**src/rtl/ifetch.sv**
```systemverilog
// Fetch stage between the PC and decode: req/ack to instruction memory, DEPTH-entry output FIFO.
// Optional IFETCH_ALIGN_CHK_EN turns a misaligned PC into a sticky fault instead of a fetch.
module ifetch #(
    parameter int DEPTH = 2
) (
    input  logic        ifetch_clk,
    input  logic        ifetch_rst,
    input  logic [31:0] ifetch_pc,
    output logic        ifetch_pc_adv,
    input  logic        ifetch_flush,
    output logic        ifetch_mem_req,
    output logic [31:0] ifetch_mem_addr,
    input  logic        ifetch_mem_ack,
    input  logic [31:0] ifetch_mem_rdata,
    output logic [31:0] ifetch_inst,
    output logic [31:0] ifetch_inst_pc,
    output logic        ifetch_valid,
    input  logic        ifetch_ready,
    output logic        ifetch_fault
);

    localparam int PTR_W = $clog2(DEPTH);
    localparam logic [PTR_W:0] FULL = (PTR_W + 1)'(DEPTH);

    typedef enum logic [1:0] {
        IDLE,
        REQ,
        ADV,
        DRAIN
    } state_t;

    state_t           state;
    logic [31:0]      inst_mem [DEPTH];
    logic [31:0]      pc_mem   [DEPTH];
    logic [PTR_W-1:0] wr_ptr;
    logic [PTR_W-1:0] rd_ptr;
    logic [PTR_W:0]   count;
    logic             issue_ok;
    logic             push;
    logic             pop;

    assign push          = (state == REQ) && ifetch_mem_ack && !ifetch_flush;
    assign pop           = ifetch_valid && ifetch_ready && !ifetch_flush;
    assign ifetch_valid  = (count != '0);
    assign ifetch_inst   = inst_mem[rd_ptr];
    assign ifetch_inst_pc = pc_mem[rd_ptr];
    assign ifetch_pc_adv = (state == ADV) && !ifetch_flush;

`ifdef IFETCH_ALIGN_CHK_EN
    logic fault;
    logic misaligned;

    assign misaligned   = (ifetch_pc[1:0] != 2'b00);
    assign issue_ok     = !fault && !misaligned;
    assign ifetch_fault = fault;

    // Sticky until a redirect supplies a new PC; blocks issue while set.
    always_ff @(posedge ifetch_clk or posedge ifetch_rst) begin
        if (ifetch_rst) begin
            fault <= 1'b0;
        end else if (ifetch_flush) begin
            fault <= 1'b0;
        end else if (state == IDLE && misaligned) begin
            fault <= 1'b1;
        end
    end
`else
    assign issue_ok     = 1'b1;
    assign ifetch_fault = 1'b0;
`endif

    always_ff @(posedge ifetch_clk or posedge ifetch_rst) begin
        if (ifetch_rst) begin
            state           <= IDLE;
            ifetch_mem_req  <= 1'b0;
            ifetch_mem_addr <= '0;
        end else begin
            case (state)
                IDLE: begin
                    if (!ifetch_flush && issue_ok && count < FULL) begin
                        state           <= REQ;
                        ifetch_mem_req  <= 1'b1;
                        ifetch_mem_addr <= ifetch_pc & 32'hFFFF_FFFC;
                    end
                end
                REQ: begin
                    // A flushed request must still see its ack before the bus is free again.
                    if (ifetch_mem_ack) begin
                        ifetch_mem_req <= 1'b0;
                        state          <= ifetch_flush ? IDLE : ADV;
                    end else if (ifetch_flush) begin
                        state <= DRAIN;
                    end
                end
                ADV: begin
                    state <= IDLE;
                end
                DRAIN: begin
                    if (ifetch_mem_ack) begin
                        ifetch_mem_req <= 1'b0;
                        state          <= IDLE;
                    end
                end
                default: begin
                    state <= IDLE;
                end
            endcase
        end
    end

    // Flush outranks push and pop; issue is gated on count so the FIFO never overflows.
    always_ff @(posedge ifetch_clk or posedge ifetch_rst) begin
        if (ifetch_rst) begin
            wr_ptr <= '0;
            rd_ptr <= '0;
            count  <= '0;
            for (int i = 0; i < DEPTH; i++) begin
                inst_mem[i] <= '0;
                pc_mem[i]   <= '0;
            end
        end else if (ifetch_flush) begin
            wr_ptr <= '0;
            rd_ptr <= '0;
            count  <= '0;
        end else begin
            if (push) begin
                inst_mem[wr_ptr] <= ifetch_mem_rdata;
                pc_mem[wr_ptr]   <= ifetch_mem_addr;
                wr_ptr           <= wr_ptr + 1'b1;
            end
            if (pop) begin
                rd_ptr <= rd_ptr + 1'b1;
            end
            case ({push, pop})
                2'b10:   count <= count + 1'b1;
                2'b01:   count <= count - 1'b1;
                default: count <= count;
            endcase
        end
    end

endmodule

```
**config.mk**
```make
export PLATFORM = sky130hd
export DESIGN_NAME = ifetch
export DESIGN_NICKNAME = d
export VERILOG_FILES = /design/src/rtl/ifetch.sv
export SDC_FILE = /design/constraint.sdc
export NUM_CORES = 1
export LEC_CHECK = 0
export ABC_CLOCK_PERIOD_IN_PS = 19100
export CORE_MARGIN = 2
export CORE_UTILIZATION = 35
export CTS_CLUSTER_SIZE = 8
export DETAILED_ROUTE_END_ITERATION = 10
export GPL_ROUTABILITY_DRIVEN = 0
export PLACE_DENSITY_LB_ADDON = 0.25
export SYNTH_ARGS = -nofsm -noshare
export SYNTH_HDL_FRONTEND = slang
export SYNTH_SLANG_ARGS = --single-unit
```
**constraint.sdc**
```tcl
create_clock -name ifetch_clk -period 19.1 [get_ports ifetch_clk]
set_input_delay 5.73 -clock ifetch_clk [delete_from_list [all_inputs] [get_ports ifetch_clk]]
set_output_delay 5.73 -clock ifetch_clk [all_outputs]
set_load 0.03 [all_outputs]
```
==> impl_metrics.toml, run 1 <==
[status]
outcome = "finished clean"

[clock_network]
cts_buffers = 17
clock_transition_at_the_register_clock_pins_on_the_worst_setup_and_hold_paths_after_cts_ns = 0.06
root_buffer = "sky130_fd_sc_hd__clkbuf_16"
numClockSinks = 161
clkLatencyLatePin_ns = 0.41
cts_repair_resize_count = 0
cts_max_path_buffers = 2
ctsHoldBuffers = 0
htree_levels = 4
cts_tree = "built"
postCtsSetupRepairBufs = 0

[placement]
place_area_um2 = 8732
port-buffer-count = 161
dpl.hpwl_um = 9565

[global_routing]
grt_first_pass_wirelength_um = 23940
grt-ovfl-total = 0
first_global_vias = 4595
grt_antenna_before_repair = 0
maximum_number_of_pins_on_one_net_before_global_route_repair = 85
grt_util_all_layers_pct = 14.14

[logic_synthesis]
synth-warning-count = 0
syn_inst = 438
most_used_standard_cell_by_instance_count_after_synthesis = "sky130_fd_sc_hd__mux2_2"
synth.largest_area_cell = "sky130_fd_sc_hd__dfrtp_1"
mappedNetlistArea_um2 = 6988
synth_top_cells_by_count = "sky130_fd_sc_hd__mux2_2, sky130_fd_sc_hd__dfrtp_1, sky130_fd_sc_hd__mux2_1"
sequential_fraction_of_the_synthesis_area_pct = 57.65
post-synth-top-area-fraction_pct = 57.65
number_of_storage_elements_in_the_synthesis_netlist = 161
ys_types = 33
ys_dominant_reg_cell = "sky130_fd_sc_hd__dfrtp_1"
synth-async-reset-ratio_pct = 100.0
synth_edf_count = 0
avgSynthCellArea_um2 = 15.95
synth.top_cells.by_area = "sky130_fd_sc_hd__dfrtp_1, sky130_fd_sc_hd__mux2_2, sky130_fd_sc_hd__mux2_1"

[power_and_ir_drop]
power_density_nw_per_um2 = 175.6
power.total_mw = 1.637
worst_ir_drop_vdd_mv = 0.08781
p_leak_nw = 4.012

[drt]
drt_iter0_markers = 105
drt-vias-per-instance = 4.704
drtPass1Iterations = 3
detail_route.drc_violations = 0
detail_route.wl_per_cell_um = 16.69
total_wire_length_after_detailed_routing_um = 14610
final_antenna_net_count = 0
routed-via-count = 4116

[floorplanning]
die_height_um = 145.3
num_rows = 51
io_pins = 169
die_area_um2 = 21110
die_width_um = 145.3
design.core.area_um2 = 19530
initial_utilization_pct = 35.79

[final_layout]
layout.filler_cells = 1726
postLayoutCoreUtil_pct = 47.74
antenna_cells = 0
nNetsFinal = 667
drive_above_1_share_pct = 40.98
final_area_um2 = 9323
syn2layout_area_growth_pct = 33.41

[setup_path]
crit_path_max_incr_delay_ns = 0.71
cp_data_arrival_time_ns = 7.33
critPathBufInv = 2
critPathKind = "input pin to output port"
worst_setup_path_end_kind = "output port"
worstSetupStartpointType = "input pin"
worst_path_cell_chain = "clkdlybuf4s50_1 > nor3b_1 > clkdlybuf4s50_1"
crit_path_max_fanout = 8
cp_top_family = "buffers and inverters"
timing.critical_path.mode_cell = "sky130_fd_sc_hd__clkdlybuf4s50_1"
critPathRequiredTime_ns = 13.37
critical_path.slowest_cell = "sky130_fd_sc_hd__clkdlybuf4s50_1"

[timing]
tns_ns = 0
finalClockSkew_ns = 0.006593
grt_setup_unrepaired = "false"
final_min_period_over_clock_period_pct = 68.38
timing.final.setup_violations = 0
report.final.hold_viol_count = 0
fin_crit_ns = 13.06
maxSlewHeadroom_pct = 28.73
slew_viol_final = 0
worst_pin_slew_ns = 1.069
max_freq_mhz = 76.57

[run]
max_cap_violations = 0

[worst_hold_path]
timing.hold.worst.class = "flip-flop to flip-flop"
## area by class of cell
| class | count | area, um2 | area share, % |
|---|---|---|---|
| inverters | 3 | 16.27 | 0.1745 |
| well taps | 265 | 331.6 | 3.557 |
| multi-input cells | 248 | 2698 | 28.94 |
| clock buffers | 18 | 439.2 | 4.711 |
| flip-flops and latches | 161 | 4030 | 43.23 |
| clock inverters | 13 | 151.4 | 1.624 |
| repair buffers | 167 | 1657 | 17.77 |
## cells in the final DEF, fill, tap and decap left out, types with 2 or more instances in the layout
cell and count:
sky130_fd_sc_hd__dfrtp_1 160, sky130_fd_sc_hd__conb_1 5, sky130_fd_sc_hd__clkbuf_16 17, sky130_fd_sc_hd__nor2_1 3, sky130_fd_sc_hd__inv_1 2, sky130_fd_sc_hd__xor2_1 2
sky130_fd_sc_hd__clkdlybuf4s50_1 161, sky130_fd_sc_hd__clkinv_4 2, sky130_fd_sc_hd__clkinvlp_4 3, sky130_fd_sc_hd__bufinv_16 2, sky130_fd_sc_hd__inv_6 5, sky130_fd_sc_hd__buf_4 6
sky130_fd_sc_hd__mux2_4 4, sky130_fd_sc_hd__nand2_1 3, sky130_fd_sc_hd__mux2_1 11, sky130_fd_sc_hd__a21o_1 2, sky130_fd_sc_hd__mux2_2 201
## cell families after synthesis
kind of cell	synth area share (%)
muxes	35.02
AOI/OAI and AO/OA	0.6088
buffers and inverters	3.957
DFF	57.65
xor gates and xnor gates	0.3761
and+or+nand+nor	2.328
other	0.05366
## per-stage QoR
stage / std cells / hold WS, ns / setup WS [ns]
global placement: 844 / 0.4630 / 6.042
global route: 875 / 0.5163 / 5.959
detailed placement: 844 / 0.4722 / 6.030
floorplan: 442 / 0.4541 / 6.784
finish: 875 / 0.4881 / 6.040
CTS: 875 / 0.4928 / 6.032
## registers in the layout, summed over array words and instances (netlist names)
| signal | count |
|---|---|
| ifetch_mem_addr | 30 |
| state | 2 |
| inst_mem | 64 |
| wr_ptr | 1 |
| pc_mem | 60 |
| ifetch_mem_req | 1 |
| rd_ptr | 1 |
| count | 2 |
## power by group
part / switching (mW) / internal [mW]
sequential: 0.0945 / 0.499
clock: 0.142 / 0.198
combinational: 0.344 / 0.359
total: 0.581 / 1.06
## final timing paths
path,startpoint,to,slack (ns),cells after the start
setup / recovery,ifetch_flush,ifetch_pc_adv,6.04,3
hold / removal,ifetch_mem_req,ifetch_mem_req,0.49,1
setup reg to reg,state[1],pc_mem[31],16.86,4
hold reg to reg,ifetch_mem_req,ifetch_mem_req,0.49,1
max in group asynchronous,ifetch_rst,rd_ptr,11.66,3
min in group asynchronous,ifetch_rst,inst_mem[34],5.80,2
## per-layer routing
layer	GRT usage, %	vias to the layer above	wire [um]
li1	-	1881	-
met1	18.17	2120	6644
met2	22.89	106	6992
met3	5.314	9	865
met4	3.088	0	105
met5	0	-	0
No activity file was read; power rests on OpenSTA's default activity.
==> run 2, diff against run 1 <==
- ABC_CLOCK_PERIOD_IN_PS: 19100 -> 10900
- clock period: 19.1 -> 10.9 ns (I/O delays scaled with it)
==> run 2 against run 1 <==
Sequential power up 75%. Combinational power is 75% higher. Highest routed layer unchanged. Largest cell class unchanged. Critical path depth did not move. Hold slack worse by 0.0039 ns. Die area stayed put. Critical endpoint unchanged.
==> impl_metrics.toml, run 2 (synthesis gave the netlist of run 1 again) <==
[status]
outcome = "finished clean"

[final_layout]
multi_input_area_um2 = 2698
layout.filler_cells = 1769
largest_register = "inst_mem"
final_cell_count_no_fill = 876
reg.largest.list = "inst_mem x64, pc_mem x60, ifetch_mem_addr x30"
syn2layout_area_growth_pct = 32.96
number_of_flip_flops_under_the_largest_register_name = 64
area.sequential_um2 = 4030
antenna_cells = 0
postLayoutCoreUtil_pct = 47.58
nNetsFinal = 667
drive_above_1_share_pct = 40.92
commonest_cells_after_routing_fill_and_taps_aside = "sky130_fd_sc_hd__mux2_2, sky130_fd_sc_hd__clkdlybuf4s50_1, sky130_fd_sc_hd__dfrtp_1"
leading_cell_type_in_the_layout_fill_and_taps_excluded = "sky130_fd_sc_hd__mux2_2"

[setup_path]
crit_path_max_fanout = 8
critPathBufInv = 2
startpoint = "ifetch_flush"
worst_setup_path_end_kind = "output port"
cp_top_family = "buffers and inverters"
crit_path_max_incr_delay_ns = 0.70
worst_path_cell_chain = "clkdlybuf4s50_1 > nor3b_1 > clkdlybuf4s50_1"
critical_path.slowest_cell = "sky130_fd_sc_hd__clkdlybuf4s50_1"
critPathKind = "input pin to output port"
cp_data_arrival_time_ns = 4.83
critPathRequiredTime_ns = 7.63
start_of_the_worst_register_to_register_path = "state[1]"
worstSetupStartpointType = "input pin"
timing.critical_path.mode_cell = "sky130_fd_sc_hd__clkdlybuf4s50_1"

[placement]
dp_cells = 844
port-buffer-count = 161
detailedPlace.worstSlack_ns = 2.814
dpl.hpwl_um = 9621

[power_and_ir_drop]
comb_power_share_pct = 43.5
share_seq_of_total_power_pct = 36.7
switching_share_pct = 35.85
clockPowerShare_pct = 19.9
internal_power_mw = 1.821
p_leak_nw = 4.001
power_density_nw_per_um2 = 305.6
p_sw_mw = 1.018
worst_ir_drop_vdd_mv = 0.1552

[clock_network]
numClockSinks = 161
htree_levels = 4
clock_transition_at_the_register_clock_pins_on_the_worst_setup_and_hold_paths_after_cts_ns = 0.07
clkLatencyLatePin_ns = 0.42
postCtsSetupRepairBufs = 0
cts_max_path_buffers = 2
cts_tree = "built"
ctsHoldBuffers = 0
cts_repair_resize_count = 0
root_buffer = "sky130_fd_sc_hd__clkbuf_16"
cts_buffers = 17

[drt]
drt-vias-per-instance = 4.703
drtPass1Iterations = 3
drt_iter0_markers = 102
detail_route.wl_per_cell_um = 16.72
total_wire_length_after_detailed_routing_um = 14650
final_antenna_net_count = 0
routed-via-count = 4120
detail_route.drc_violations = 0

[global_routing]
grt_util_all_layers_pct = 14.42
grt-ovfl-total = 0
grt_first_pass_wirelength_um = 24270
first_global_vias = 4561
maximum_number_of_pins_on_one_net_before_global_route_repair = 85
grt_antenna_before_repair = 0

[timing]
report.final.hold_viol_count = 0
slew_viol_final = 0
maxSlewHeadroom_pct = 27.47
final.setup.worst_slack_ns = 2.796
finalClockSkew_ns = 0.007136
tns_ns = 0
final_min_period_over_clock_period_pct = 74.35
fin_crit_ns = 8.104
worst_pin_slew_ns = 1.088
max_freq_mhz = 123.4
grt_setup_unrepaired = "false"
timing.final.setup_violations = 0

[floorplanning]
initial_utilization_pct = 35.79
die_height_um = 145.3
die_area_um2 = 21110
num_rows = 51
design.core.area_um2 = 19530
io_pins = 169
die_width_um = 145.3

[run]
max_cap_violations = 0

[worst_hold_path]
timing.hold.worst.class = "flip-flop to flip-flop"
hp-start = "inst_mem[50]"
[run 2: final timing paths]
kind / end / slack [ns] / cells past startpoint
setup / recovery: ifetch_pc_adv / 2.80 / 3
hold / removal: inst_mem[50] / 0.48 / 1
setup reg to reg: pc_mem[31] / 8.59 / 4
hold reg to reg: inst_mem[50] / 0.48 / 1
max in group asynchronous: rd_ptr / 5.90 / 3
min in group asynchronous: inst_mem[2] / 3.34 / 2
[run 2: metal layers]
metal / up-vias / routed length [um] / track usage (%)
met3: 10 / 854 / 4.717
met4: 0 / 167 / 4.412
met5: - / 0 / 0
met2: 114 / 7171 / 23.48
met1: 2112 / 6452 / 18.36
li1: 1884 / - / -
[run 2: per-stage QoR]
step           hold WS [ns]  instance area (um2)  total power, mW
6_report             0.4841                 9291            2.839
5_1_grt              0.4957                 9291            2.994
4_1_cts              0.4902                 9291            2.880
3_5_place_dp         0.4731                 8732            2.299
3_3_place_gp         0.4630                 8732            2.255
2_1_floorplan        0.4541                 7003            1.817
[run 2: power by group through the flow]
stage          registers [mW]  logic [mW]  clock network (mW)
3_5_place_dp             1.05        1.24                   0
3_3_place_gp             1.03        1.23                   0
4_1_cts                  1.05        1.25               0.583
6_report                 1.04        1.23               0.564
2_1_floorplan            1.10       0.715                   0
5_1_grt                  1.08        1.30               0.608
[run 2: final cells by class]
type,instances,share of cell area (%)
clock buffer,18,4.619
clock inverter,14,1.400
inverter,3,0.1751
multi-input combinational,248,29.03
sequential,161,43.37
tap,265,3.569
timing repair buffer,167,17.83
==> run 3, diff against run 2 <==
- ABC_CLOCK_PERIOD_IN_PS: 10900 -> 8200
- clock period: 10.9 -> 8.2 ns (I/O delays scaled with it)
==> run 3 against run 2 <==
Sequential cell count did not move. Combinational power is 33% higher. Via count rose by 0.15%. Routed wire length fell by 0.39%. Sequential power increased by 33%. Clock power is 48% higher. Total power up 36%. Worst setup slack got worse by 1.1 ns. Critical endpoint unchanged. Largest cell class unchanged.
==> impl_metrics.toml, run 3 (synthesis gave the netlist of run 1 again) <==
[final_layout]
area.sequential_um2 = 4030
reg.largest.list = "inst_mem x64, pc_mem x60, ifetch_mem_addr x30"
commonest_cells_after_routing_fill_and_taps_aside = "sky130_fd_sc_hd__mux2_2, sky130_fd_sc_hd__clkdlybuf4s50_1, sky130_fd_sc_hd__dfrtp_1"
antenna_cells = 0
drive_above_1_share_pct = 41.08
layout.filler_cells = 1692
final_area_um2 = 9359
postLayoutCoreUtil_pct = 47.93
syn2layout_area_growth_pct = 33.93
final_cell_count_no_fill = 876
nNetsFinal = 667
number_of_flip_flops_under_the_largest_register_name = 64
leading_cell_type_in_the_layout_fill_and_taps_excluded = "sky130_fd_sc_hd__mux2_2"
largest_register = "inst_mem"
multi_input_area_um2 = 2698

[clock_network]
cts_max_path_buffers = 2
cts_tree = "built"
numClockSinks = 161
cts_buffers = 17
root_buffer = "sky130_fd_sc_hd__clkbuf_16"
clkLatencyLatePin_ns = 0.42
postCtsSetupRepairBufs = 0
cts_repair_resize_count = 0
clock_transition_at_the_register_clock_pins_on_the_worst_setup_and_hold_paths_after_cts_ns = 0.07
htree_levels = 4
ctsHoldBuffers = 0

[power_and_ir_drop]
power.total_mw = 3.856
worst_ir_drop_vdd_mv = 0.2386
clockPowerShare_pct = 21.6
p_sw_mw = 1.367
p_leak_nw = 4.037
switching_share_pct = 35.46
comb_power_share_pct = 42.5
power_density_nw_per_um2 = 412.0
share_seq_of_total_power_pct = 35.9
internal_power_mw = 2.489

[setup_path]
worst_path_cell_chain = "clkdlybuf4s50_1 > nor3b_1 > clkdlybuf4s50_1"
cp_top_family = "buffers and inverters"
crit_path_max_fanout = 8
reg2regPathDepth = 4
timing.critical_path.mode_cell = "sky130_fd_sc_hd__clkdlybuf4s50_1"
worstSetupStartpointType = "input pin"
crit_path_max_incr_delay_ns = 0.70
critPathRequiredTime_ns = 5.74
reg2reg_slack_ns = 5.93
critPathKind = "input pin to output port"
cp_data_arrival_time_ns = 4.04
critPathBufInv = 2
worst_setup_path_end_kind = "output port"
critical_path.slowest_cell = "sky130_fd_sc_hd__clkdlybuf4s50_1"
reg2reg_to = "pc_mem[31]"
start_of_the_worst_register_to_register_path = "state[1]"

[timing]
maxSlewHeadroom_pct = 42.32
grt_setup_unrepaired = "false"
final_min_period_over_clock_period_pct = 79.30
worst_pin_slew_ns = 0.8652
timing.final.setup_violations = 0
max_freq_mhz = 153.8
tns_ns = 0
slew_viol_final = 0
fin_crit_ns = 6.502
finalClockSkew_ns = 0.009996
report.final.hold_viol_count = 0
final.setup.worst_slack_ns = 1.698
whs_ns = 0.4817

[drt]
detail_route.drc_violations = 0
final_antenna_net_count = 0
drtPass1Iterations = 4
drt-vias-per-instance = 4.710
detail_route.wl_per_cell_um = 16.65
routed-via-count = 4126
drt_iter0_markers = 144
total_wire_length_after_detailed_routing_um = 14590

[floorplanning]
die_width_um = 145.3
die_height_um = 145.3
num_rows = 51
design.core.area_um2 = 19530
io_pins = 169
die_area_um2 = 21110
initial_utilization_pct = 35.79

[placement]
port-buffer-count = 161
detailedPlace.worstSlack_ns = 1.698
place_area_um2 = 8732
dpl.hpwl_um = 9569
dp_cells = 844

[worst_hold_path]
whs_endpoint = "inst_mem[52]"
timing.hold.worst.class = "flip-flop to flip-flop"
hp-start = "inst_mem[52]"
worst_hold_path.num_cells = 1

[status]
outcome = "finished clean"

[run]
max_cap_violations = 0

[global_routing]
grt_util_all_layers_pct = 14.31
grt_antenna_before_repair = 0
maximum_number_of_pins_on_one_net_before_global_route_repair = 95
grt-ovfl-total = 0
grt_first_pass_wirelength_um = 24090
first_global_vias = 4583
==> run 3: changes by cell type in the layout (fill, tap and decap cells not counted), sizes merged <==
cell / previous run / this run
bufinv: 1 / 3
clkinvlp: 2 / 0
inv: 7 / 8
clkbuf: 18 / 17
==> run 3: routing by layer <==
layer / global-route usage, % / share of wire (%) / up-vias
met5: 0 / 0 / -
met4: 4.853 / 1.5 / 0
met2: 23.29 / 48 / 120
met3: 4.874 / 6.5 / 17
li1: - / - / 1878
met1: 17.89 / 44 / 2111
==> run 3: final cells by class <==
cell class / instances / area share, %
clock buffers: 17 / 4.545
clock inverters: 15 / 2.152
inverters: 3 / 0.1738
multi-input cells: 248 / 28.82
flip-flops and latches: 161 / 43.06
well taps: 265 / 3.543
repair buffers: 167 / 17.70
==> run 3: worst reg2reg max path: cells and delay by family, from the launching register on <==
kind | cells | cell delay (ns)
buffers and inverters | 1 | 0.54
DFF | 1 | 0.44
muxes | 1 | 0.37
and+or+nand+nor | 2 | 0.81
==> run 3: how the worst max path moves through the flow <==
stage	cells after the start	slack (ns)	endpoint	from
after floorplan	1	1.39	count[0]	ifetch_rst
after global placement	3	1.68	ifetch_pc_adv	ifetch_flush
after detailed placement	3	1.70	ifetch_pc_adv	ifetch_flush
after CTS	3	1.70	ifetch_pc_adv	ifetch_flush
after global routing	3	1.63	ifetch_pc_adv	ifetch_flush
final	3	1.70	ifetch_pc_adv	ifetch_flush
==> run 3: power groups by stage <==
stage | registers (mW) | clock network [mW] | logic, mW
2_1_floorplan | 1.47 | 0 | 0.951
3_3_place_gp | 1.36 | 0 | 1.63
3_5_place_dp | 1.40 | 0 | 1.66
4_1_cts | 1.39 | 0.860 | 1.66
5_1_grt | 1.44 | 0.894 | 1.73
6_report | 1.38 | 0.833 | 1.64
